<file path="config.mk">
export PLATFORM = sky130hd
export DESIGN_NAME = txepad
export DESIGN_NICKNAME = d
export VERILOG_FILES = /design/src/rtl/txepad.sv
export SDC_FILE = /design/constraint.sdc
export NUM_CORES = 1
export LEC_CHECK = 0
export ABC_CLOCK_PERIOD_IN_PS = 1970
export CAP_MARGIN = 15
export CORE_MARGIN = 8
export CORE_UTILIZATION = 30
export DETAILED_ROUTE_END_ITERATION = 10
export GPL_TIMING_DRIVEN = 0
export PLACE_DENSITY = 0.54
export REMOVE_ABC_BUFFERS = 1
export SLEW_MARGIN = 40
export SYNTH_ARGS = -nofsm -noshare
export SYNTH_HDL_FRONTEND = slang
export SYNTH_SLANG_ARGS = --single-unit
</file>
<file path="constraint.sdc">
create_clock -name i_clk -period 1.97 [get_ports i_clk]
set_input_delay 0.394 -clock i_clk [delete_from_list [all_inputs] [get_ports i_clk]]
set_output_delay 0.394 -clock i_clk [all_outputs]
set_load 0.005 [all_outputs]
</file>
<file path="src/rtl/txepad.sv">
// Transmit minimum-frame enforcer: passes TX bytes through and appends zero
// bytes to short frames until they reach MINBYTES (CRC is added downstream).
module txepad #(
  parameter int MINBYTES = 60
) (
  input  logic       i_clk,
  input  logic       i_reset,
  input  logic       i_en,
  input  logic       i_v,
  input  logic [7:0] i_d,
  input  logic       i_last,
  output logic       o_ready,
  output logic       o_v,
  output logic [7:0] o_d,
  output logic       o_last,
  input  logic       i_ready
);

  localparam int LGNCOUNT = (MINBYTES < 63)  ? 6 :
                            (MINBYTES < 127) ? 7 :
                            (MINBYTES < 255) ? 8 : 9;

  localparam logic [0:0] DATA = 1'b0;
  localparam logic [0:0] PAD  = 1'b1;

  // One extra bit so the +1 compare never wraps.
  localparam logic [LGNCOUNT:0] MIN_W = (LGNCOUNT+1)'(MINBYTES);
  localparam logic [LGNCOUNT:0] ONE_W = (LGNCOUNT+1)'(1);

  logic [0:0]          state;
  logic [LGNCOUNT-1:0] r_cnt;
  logic [LGNCOUNT:0]   cnt_inc;
  logic                advance;
  logic                accept;

  assign cnt_inc = {1'b0, r_cnt} + ONE_W;
  assign advance = !o_v || i_ready;
  assign o_ready = advance && (state == DATA);
  assign accept  = i_v && o_ready;

  always_ff @(posedge i_clk or posedge i_reset) begin
    if (i_reset) begin
      state  <= DATA;
      r_cnt  <= '0;
      o_v    <= 1'b0;
      o_d    <= 8'h00;
      o_last <= 1'b0;
    end else if (state == DATA) begin
      if (accept) begin
        o_v   <= 1'b1;
        o_d   <= i_d;
        // Long frames saturate so the count never exceeds MINBYTES.
        r_cnt <= (cnt_inc > MIN_W) ? MIN_W[LGNCOUNT-1:0] : cnt_inc[LGNCOUNT-1:0];
        if (!i_last) begin
          o_last <= 1'b0;
        end else if (i_en && (cnt_inc < MIN_W)) begin
          o_last <= 1'b0;
          state  <= PAD;
        end else begin
          o_last <= 1'b1;
          r_cnt  <= '0;
        end
      end else if (i_ready) begin
        o_v <= 1'b0;
      end
    end else if (advance) begin
      o_v    <= 1'b1;
      o_d    <= 8'h00;
      o_last <= 1'b0;
      r_cnt  <= cnt_inc[LGNCOUNT-1:0];
      if (cnt_inc == MIN_W) begin
        o_last <= 1'b1;
        r_cnt  <= '0;
        state  <= DATA;
      end
    end
  end

endmodule

</file>
==> results.md <==
* Status: finished clean
* Main synth FF type: dfrtp_1
* Core Footprint at 2980 sq um
* Number of flops mapped to enable cells by yosys at 0
* Hold Violations, Final at 0
* Layout cells sized above 1 at 16.2%
* Syn Std Cell Area at 921 sq um
* Largest net degree at the start of global routing at 18
* R2R Setup Slk at 0.12 ns
* Sw Share at 36.3%
* RSZ-0062 raised after global routing: false
* Initial antenna violation count at 0
* Dpl ws at -0.142 ns
* Critical path class: reg2reg
* First drt pass iteration count at 4
* Count leader, synth: dfrtp_1
* CTS Buf Count at 3
* Startpoint types: register
* Combinational power share at 32.9%
* Net Switching at 0.000406 W
* Clock transition at path regs at 0.10 ns
* Syn avg cell area at 11.0 sq um
* Number of I/O port buffers at 24
* CP max FO at 7
* Final #Nets at 128
* Max-cap violation count at 0
* Max_slew headroom at 55.7%
* Final setup TNS at 0 ns
* Part of the power in registers at 50.6%
* Setup Skew at 0.00485 ns
* Die Ht at 71.4 um
* Vias at 762
* Antenna fix cells at 0
* Post-detail-place hpwl at 1.57 mm
* Root buffer cell: clkbuf_4
* Setup Viol. Count Final at 0
* DRT iter0 DRCs at 35
* Sequential cell area fraction in the yosys report at 46.2%
* Total track usage at 9.19%
* Die width at 71.4 um
* Critical Path RT at 2.12 ns
* Largest stage delay on the critical path at 0.45 ns
* Clock power share at 16.5%
* Post-synth top area share at 46.2%
* # IOs at 25
* FP Rows at 20
* GPL Wtd Cong at 0.834
* Ys Warns at 0
* CP Capture Type: register
* PwrDens at 893 nW/um^2
* Slowest CP cell: dfrtp_2
* Residual DRC at 0
* Worst-path cell chain: ha_2 > and4_1 > nand2_1 > a211o_1 > a21oi_4 > a311oi_1
* Min Tclk post-route at 1.85 ns
* Peak VDD IR at 0.419 mV
* Hold WC Path Type: in2async
* Max Fclk at 0.541 GHz
* Vias in the first global route at 788
* Post-synthesis register bit count at 17
* Asr flop ratio synth at 100%
* Final WS setup at 0.121 ns
* List of most frequent post-synthesis cells: dfrtp_1 (17), a22o_1 (8), nand2_1 (7)
* Wire per inst at 15.1 um
* Global-route wire length before repair at 3.79 mm
* Starting Density at 30.9%
* Ranking of synthesized cells by area: dfrtp_1 (46%), a22o_1 (7.6%), xor2_4 (3.0%)
* Final global-route overflow total at 0
* Syn-to-layout area delta at 35.9%
* Synth unique cells at 37
* Antenna-violating nets left at 0
* Clk sinks at 17
* Pwr Total at 0.00112 W
* Worst EP arrival at 2.00 ns
* Final period utilization at 93.9%
* Post-synthesis instance total at 84
* Slew @ Worst Pin at 0.664 ns
* Total Routed Length at 2.17 mm
* CTS max path bufs at 2
* P_leak at 0.516 nW
* Final Max Tran Viols at 0
* DIE AREA at 5100 sq um
* P_int at 0.000712 W
* CTS H-Tree Depth at 1
* CTS tree: done
* Clock latency on the worst-skew pair at 0.29 ns
* Via-per-instance ratio at 5.29
* Top cell type by total area after synthesis: dfrtp_1
* # hold bufs at CTS at 0
## registers in the layout, indices dropped and copies added, names as in the netlist
name	cells
o_v	1
state	1
r_cnt	6
o_last	1
o_d	8
## cells by family after synthesis
family,count (synthesis),share of synthesized area [%]
AOI/OAI and AO/OA,30,26.6
xor gates and xnor gates,1,2.99
buffers and inverters,5,2.17
adders and majority gates,2,2.72
and+or+nand+nor,29,19.3
DFF,17,46.2
## path summary, 6_finish.rpt
kind | start | to | cells past startpoint
hold reg to reg | o_last | o_last | 1
max in group asynchronous | i_reset | r_cnt[0] | 2
hold / removal | i_reset | o_d[0] | 2
setup reg to reg | r_cnt[1] | r_cnt[4] | 6
min in group i_clk | o_last | o_last | 1
setup / recovery | r_cnt[1] | r_cnt[4] | 6
## repair_timing
action                                  4_1_cts  5_1_grt
endpoints found under the setup margin        1        5
buffers inserted                              1        0
resized for setup                             2        6
endpoints found under the hold margin         0        0
## power by group through the flow
stage	Combinational (W)	Sequential [W]	Clock, W
after floorplan	0.000225	0.000532	0
after global placement	0.000357	0.000555	0
after detailed placement	0.000362	0.000561	0
after CTS	0.000365	0.000556	0.000196
after global routing	0.000414	0.000582	0.000220
final	0.000368	0.000565	0.000184
## through the flow
stage,cells,hold slack [ns],instance area (sq um),utilization (%)
after CTS,144,0.504,1230,41.4
final,144,0.489,1250,42.0
after detailed placement,139,0.480,1200,40.2
after global routing,144,0.533,1250,42.0
after floorplan,82,0.320,912,-
after global placement,139,0.466,1190,40.1
## layout make-up
cell class | count | area (sq um)
clock inverters | 1 | 5.00
fillers | 300 | 1730
multi-input cells | 62 | 497
repair buffers | 25 | 246
flip-flops and latches | 17 | 428
clock buffers | 3 | 22.5
inverters | 3 | 11.3
well taps | 33 | 41.3
## placed cells by master (no fill, tap or decap), types with 3 or more instances in the layout
| cell | count |
|---|---|
| a21oi_1 | 3 |
| a22o_1 | 8 |
| clkbuf_4 | 3 |
| clkdlybuf4s50_1 | 23 |
| dfrtp_1 | 15 |
| inv_1 | 3 |
| nand2_1 | 7 |
| nor2_1 | 4 |
## routing by layer
layer | global-route usage (%) | part of all wire, % | routed length, um | vias to the layer above
li1 | - | - | - | 377
met1 | 11.8 | 49 | 1070 | 356
met2 | 13.7 | 42 | 903 | 25
met3 | 3.21 | 7.8 | 169 | 4
met4 | 3.70 | 1.4 | 30 | 0
met5 | 0 | 0 | 0 | -
## worst max-delay path, delay by kind of cell (launching register included)
family / cells / cell delay (ns)
flip-flops: 1 / 0.45
AND/OR/NAND/NOR: 2 / 0.33
adder cells (fa/ha/maj): 1 / 0.25
AO/OA/AOI/OAI: 3 / 0.69
Power figures use the tool's default switching activity.
